==> src/rtl/dpram_fifo_ctrl.sv <==
// Valid/ready FIFO built around an external dual-port RAM; empty-FIFO latency is accept edge + 2 to m_valid.
// Sustains 1 word/cycle; s_ready drops only when the RAM holds DEPTH words (2-entry output buffer hides read latency).
module dpram_fifo_ctrl #(
   parameter int ADDR_WIDTH = 4,
   parameter int DATA_WIDTH = 8
) (
   input  logic                  clk,
   input  logic                  rst_n,
   input  logic                  flush,
   input  logic                  s_valid,
   output logic                  s_ready,
   input  logic [DATA_WIDTH-1:0] s_data,
   output logic                  m_valid,
   input  logic                  m_ready,
   output logic [DATA_WIDTH-1:0] m_data,
   output logic                  ram_we_a,
   output logic [ADDR_WIDTH-1:0] ram_addr_a,
   output logic [DATA_WIDTH-1:0] ram_data_a,
   output logic                  ram_re_b,
   output logic [ADDR_WIDTH-1:0] ram_addr_b,
   input  logic [DATA_WIDTH-1:0] ram_data_b,
   output logic [ADDR_WIDTH+1:0] count
);

   localparam logic [ADDR_WIDTH:0]   DEPTH_C = {1'b1, {ADDR_WIDTH{1'b0}}};
   localparam logic [ADDR_WIDTH-1:0] PTR_ONE = {{(ADDR_WIDTH-1){1'b0}}, 1'b1};

   logic [ADDR_WIDTH-1:0] wr_ptr;
   logic [ADDR_WIDTH-1:0] rd_ptr;
   logic [ADDR_WIDTH:0]   ram_cnt;
   logic                  inflight;
   logic [DATA_WIDTH-1:0] obuf [0:1];
   logic [1:0]            ob_cnt;
   logic                  run;

   logic                  push;
   logic                  pop;
   logic                  issue;
   logic [2:0]            ob_demand;
   logic [2:0]            ob_limit;
   logic [ADDR_WIDTH:0]   ram_cnt_nxt;
   logic [1:0]            ob_cnt_nxt;
   logic [DATA_WIDTH-1:0] obuf0_nxt;
   logic [DATA_WIDTH-1:0] obuf1_nxt;
   logic                  land_slot1;

   // run keeps s_ready low while reset is held and until the first edge after release
   assign s_ready = run && !flush && (ram_cnt < DEPTH_C);
   assign push    = s_valid && s_ready;
   assign m_valid = (ob_cnt != 2'd0);
   assign m_data  = obuf[0];
   assign pop     = m_valid && m_ready;

   // a read may only be issued if its word is guaranteed a buffer slot when it lands
   assign ob_demand = {1'b0, ob_cnt} + {2'b00, inflight};
   assign ob_limit  = 3'd1 + {2'b00, pop};
   assign issue     = (ram_cnt != '0) && !flush && (ob_demand <= ob_limit);

   assign ram_we_a   = push;
   assign ram_addr_a = wr_ptr;
   assign ram_data_a = s_data;
   assign ram_re_b   = issue;
   assign ram_addr_b = rd_ptr;

   assign ram_cnt_nxt = ram_cnt + {{ADDR_WIDTH{1'b0}}, push} - {{ADDR_WIDTH{1'b0}}, issue};
   assign ob_cnt_nxt  = ob_cnt + {1'b0, inflight} - {1'b0, pop};

   assign count = {1'b0, ram_cnt}
                + {{(ADDR_WIDTH+1){1'b0}}, inflight}
                + {{ADDR_WIDTH{1'b0}}, ob_cnt};

   // head lives in obuf[0]; a landing word goes behind whatever survives this cycle's pop
   always_comb begin
      obuf0_nxt  = obuf[0];
      obuf1_nxt  = obuf[1];
      land_slot1 = (ob_cnt == 2'd2) || ((ob_cnt == 2'd1) && !pop);
      if (pop) begin
         obuf0_nxt = obuf[1];
      end
      if (inflight) begin
         if (land_slot1) begin
            obuf1_nxt = ram_data_b;
         end else begin
            obuf0_nxt = ram_data_b;
         end
      end
   end

   always_ff @(posedge clk or negedge rst_n) begin
      if (!rst_n) begin
         wr_ptr   <= '0;
         rd_ptr   <= '0;
         ram_cnt  <= '0;
         inflight <= 1'b0;
         ob_cnt   <= 2'd0;
         obuf[0]  <= '0;
         obuf[1]  <= '0;
         run      <= 1'b0;
      end else begin
         run <= 1'b1;
         if (flush) begin
            // the outstanding read is dropped: inflight clears so its data never lands
            wr_ptr   <= '0;
            rd_ptr   <= '0;
            ram_cnt  <= '0;
            inflight <= 1'b0;
            ob_cnt   <= 2'd0;
         end else begin
            if (push) begin
               wr_ptr <= wr_ptr + PTR_ONE;
            end
            if (issue) begin
               rd_ptr <= rd_ptr + PTR_ONE;
            end
            ram_cnt  <= ram_cnt_nxt;
            inflight <= issue;
            ob_cnt   <= ob_cnt_nxt;
            obuf[0]  <= obuf0_nxt;
            obuf[1]  <= obuf1_nxt;
         end
      end
   end

   assert property (@(posedge clk) disable iff (!rst_n)
      !(inflight && !pop && !flush && (ob_cnt == 2'd2)));

endmodule
==> config.mk <==
export PLATFORM = sky130hd
export DESIGN_NAME = dpram_fifo_ctrl
export DESIGN_NICKNAME = d
export VERILOG_FILES = /design/src/rtl/dpram_fifo_ctrl.sv
export SDC_FILE = /design/constraint.sdc
export NUM_CORES = 1
export LEC_CHECK = 0
export BUFFER_PORTS_ARGS = -buffer_cell sky130_fd_sc_hd__buf_2
export CAP_MARGIN = 20
export CORE_MARGIN = 1.5
export CORE_UTILIZATION = 44
export CTS_CLUSTER_DIAMETER = 50
export DETAILED_ROUTE_END_ITERATION = 6
export PLACE_DENSITY = 0.75
export SLEW_MARGIN = 0
export SYNTH_ARGS = -nofsm -noshare
export SYNTH_HDL_FRONTEND = slang
export SYNTH_SLANG_ARGS = --single-unit
==> constraint.sdc <==
create_clock -name clk -period 3.4 [get_ports clk]
set_input_delay 0.34 -clock clk [delete_from_list [all_inputs] [get_ports clk]]
set_output_delay 0.34 -clock clk [all_outputs]
set_load 0.01 [all_outputs]
==> PnR_summary.wiki <==
{| class="wikitable"
! Metric !! Value
|-
| Run status || finished clean
|-
| Die span in x || 71.0 um
|-
| Worst relative slew slack || 51.1%
|-
| Sum of routed wire length over all layers || 3650 um
|-
| Global-route wire length before repair || 6190 um
|-
| Maximum resistive drop on vdd || 0.000305 V
|-
| Average wire length per cell after detail routing || 13.6 um
|-
| Netlist Area Pre-Place || 2040 um2
|-
| HPWL after detailed placement || 2630 um
|-
| Setup_tns || 0 ps
|-
| Placeable core area || 4410 um2
|-
| CTS Hold Buffers Added || 0
|-
| Clk Latency, worst-skew pair || 290 ps
|-
| Max-cap violations || 0
|-
| Remaining antenna violation count || 0
|-
| Share of the clock period used by the worst path || 95.2%
|-
| I/O pin count || 55
|-
| Final cell area excluding filler cells || 2320 um2
|-
| Clock transition at the register clock pins on the worst setup and hold paths after CTS || 70 ps
|-
| Fraction of final layout cells with drive strength greater than 1 || 32.7%
|-
| Tightest hold margin || 107 ps
|-
| Power per cell area || 860 nW/um2
|-
| Min cycle time layout || 3240 ps
|-
| Cell types occupying the most area after synthesis || dfrtp_1 41%, ha_1 9.2%, mux2_1 6.1%
|-
| Drt pass-1 iters || 4
|-
| # clock sinks || 33
|-
| Post-synth net total || 226
|-
| Starting DRT DRC Count || 42
|-
| Start point of the critical path || ob_cnt[0]
|-
| Seq cells post-synth || 33
|-
| Clock tree root buffer cell || clkbuf_8
|-
| Htree depth || 2
|-
| Antenna cells || 0
|-
| Antenna violations before repair || 0
|-
| Average via count per standard cell || 5.06
|-
| Critical path arrival || 3450 ps
|-
| Avg Cell Area, Syn || 10.9 um2
|-
| Crit. End Element || register
|-
| Number of instances in the synthesized netlist || 186
|-
| Number of endpoints failing setup at the final stage || 0
|-
| Setup Crit Path Kind || register to register
|-
| Vias after detailed routing || 1,362
|-
| Number of max-slew violations in the final report || 0
|-
| Number of hold-slack violations in the final timing report || 0
|-
| DRC violation count after routing || 0
|-
| Sequential share of the synthesized area || 40.6%
|-
| Yosys warning count || 0
|-
| Placed Instance Area || 2180 um2
|-
| Distinct cells, synth || 41
|-
| Synthesis-to-finish area growth || 14.1%
|-
| Max Buffers Root-to-Sink || 2
|-
| Hold/Removal Path Class || input pin to async pin
|-
| Critical Path Source Type || register
|-
| Fraction of post-synthesis cell area in the top cell type by area || 40.6%
|-
| Top fanout value on the critical path || 7
|-
| Library cell with the largest summed area after synthesis || dfrtp_1
|-
| Critical path's largest stage delay || 570 ps
|-
| Weighted congestion at the end of routability-driven global placement || 0.816
|-
| Critical-path cell list || o21a_4 > fa_2 > nor2_4 > and3_4 > nor4_4 > ha_1 > inv_1 > ha_2 > inv_1 > fa_2 > nand2b_1 > a21oi_2 > o21ai_0 > a21oi_1
|-
| Net count, final || 256
|-
| Gate family responsible for the most delay along the worst path || adder cells
|-
| Worst Clk Skew || 5.18 ps
|-
| Number of core rows || 24
|-
| Bufs and invs on worst path || 2
|-
| Worst R2R Start || ob_cnt[0]
|-
| Maximum number of pins on one net before global-route repair || 34
|-
| Starting Density || 46.1%
|-
| Static leakage || 1.16 nW
|-
| CTS tree || built
|-
| Transition at the pin with the smallest max-transition slack || 732 ps
|-
| Upper clock frequency limit || 309 MHz
|-
| Area of the die || 5040 um2
|-
| Via count of the first global-routing pass || 1,339
|-
| Port bufs || 38
|-
| All-layer global routing usage || 16.0%
|-
| Floorplan die height || 71.0 um
|-
| CTS Buf Count || 5
|-
| Slowest CP cell || fa_2
|-
| Data required, critical path || 3610 ps
|-
| Leftover overflow at the end of global routing || 0
|}
## cell usage after synthesis
cell type,number
nor4_2,1
or2_1,2
o21ai_1,1
nor4_1,2
buf_2,1
nand2b_1,9
o21a_2,1
or3_1,1
nand3_1,1
nor4bb_1,1
ha_1,15
nor3_2,2
nand3b_2,1
o21ai_0,2
inv_2,1
xnor2_1,4
a31oi_1,1
clkbuf_1,2
inv_1,15
a21o_1,1
dfrtp_1,33
and2_1,8
mux2_1,11
nor3b_1,1
nand4_1,1
a21oi_1,4
conb_1,1
and3_4,1
buf_6,1
a221o_1,8
fa_1,4
o22ai_2,1
o21a_1,1
mux2i_1,2
nor2_1,11
nor4b_2,2
buf_4,16
xor2_1,5
nand2_1,4
o21ai_2,1
nor2b_1,6
## through the flow
stage | util, % | std cells | setup WS [ps] | power [mW]
after detailed placement | 49.3 | 259 | 64.3 | 1.64
after CTS | 51.2 | 267 | 42.2 | 1.94
after floorplan | - | 186 | 71.6 | 1.41
after global placement | 49.3 | 259 | 198 | 1.59
after global routing | 52.6 | 269 | -12.2 | 2.18
final | 52.6 | 269 | 162 | 2.00
## worst register-to-register path: cells and delay by family (launching register included)
| family | cells | cell delay, ps |
|---|---|---|
| AND/OR/NAND/NOR | 4 | 610 |
| adder cells (fa/ha/maj) | 4 | 1350 |
| buffers and inverters | 2 | 110 |
| AO/OA/AOI/OAI | 4 | 630 |
| flip-flops | 1 | 460 |
## logic make-up after synthesis
family / share of synthesized area, %
simple gates: 17.0
flops: 40.6
other cells: 0.184
buf+inv: 10.0
compound gates: 8.18
xor+xnor: 3.87
fa+ha+maj: 13.2
mux: 7.07
## per-layer routing
metal	global-route usage, %	wire length (um)	vias up
met2	26.0	1810	29
met5	0	0	-
li1	-	-	674
met4	8.39	84	0
met1	19.7	1610	654
met3	4.13	141	5
## cells in the final DEF, fill, tap and decap left out, types with 2 or more instances in the layout
master / count
nor3_2: 2
buf_4: 5
fa_2: 2
nand2_1: 4
dfrtp_2: 3
clkinv_2: 2
dfrtp_1: 30
mux2_1: 11
a21oi_1: 3
inv_1: 15
clkbuf_8: 5
or2_1: 2
fa_1: 2
xnor2_1: 4
nor4b_2: 2
nor2b_1: 6
nor2_1: 10
and2_1: 8
ha_1: 14
a221o_1: 8
buf_2: 38
o21ai_0: 2
xor2_1: 5
mux2i_1: 2
nand2b_1: 9
## repair_timing
action / in CTS / in global routing
endpoints found under the setup margin: 0 / 1
setup buffers: 0 / 2
gates resized for setup: 0 / 12
## power breakdown
group          leakage [nW]  switching, mW  total (mW)  internal, mW
logic                 0.691          0.541        1.05         0.514
clock network        0.0439          0.146       0.287         0.141
registers             0.421          0.116       0.654         0.539
total                  1.16          0.803        2.00          1.19
## flip-flops by register name, summed over array words and instances, names as in the netlist
signal and count:
m_data 8, ram_cnt 5, run 1, ob_cnt 2, obuf 8, ram_addr_b 4
inflight 1, ram_addr_a 4
## path summary, 6_finish.rpt
check / cells after the start / end / slack [ps]
setup / recovery: 14 / ram_cnt[4] / 160
hold / removal: 1 / run / 110
setup reg to reg: 14 / ram_cnt[4] / 160
hold reg to reg: 1 / obuf[6] / 480
max in group asynchronous: 1 / inflight / 2770
min in group clk: 2 / obuf[1] / 290
## cell type report
cell class	instances	area (um2)
Sequential cell	33	830
Tap cell	52	65.1
Multi-Input combinational cell	117	1050
Clock buffer	5	68.8
Inverter	16	60.1
Fill cell	396	2090
Clock inverter	3	17.5
Timing Repair Buffer	43	228
Note: power is estimated with default switching activity, not from simulation.
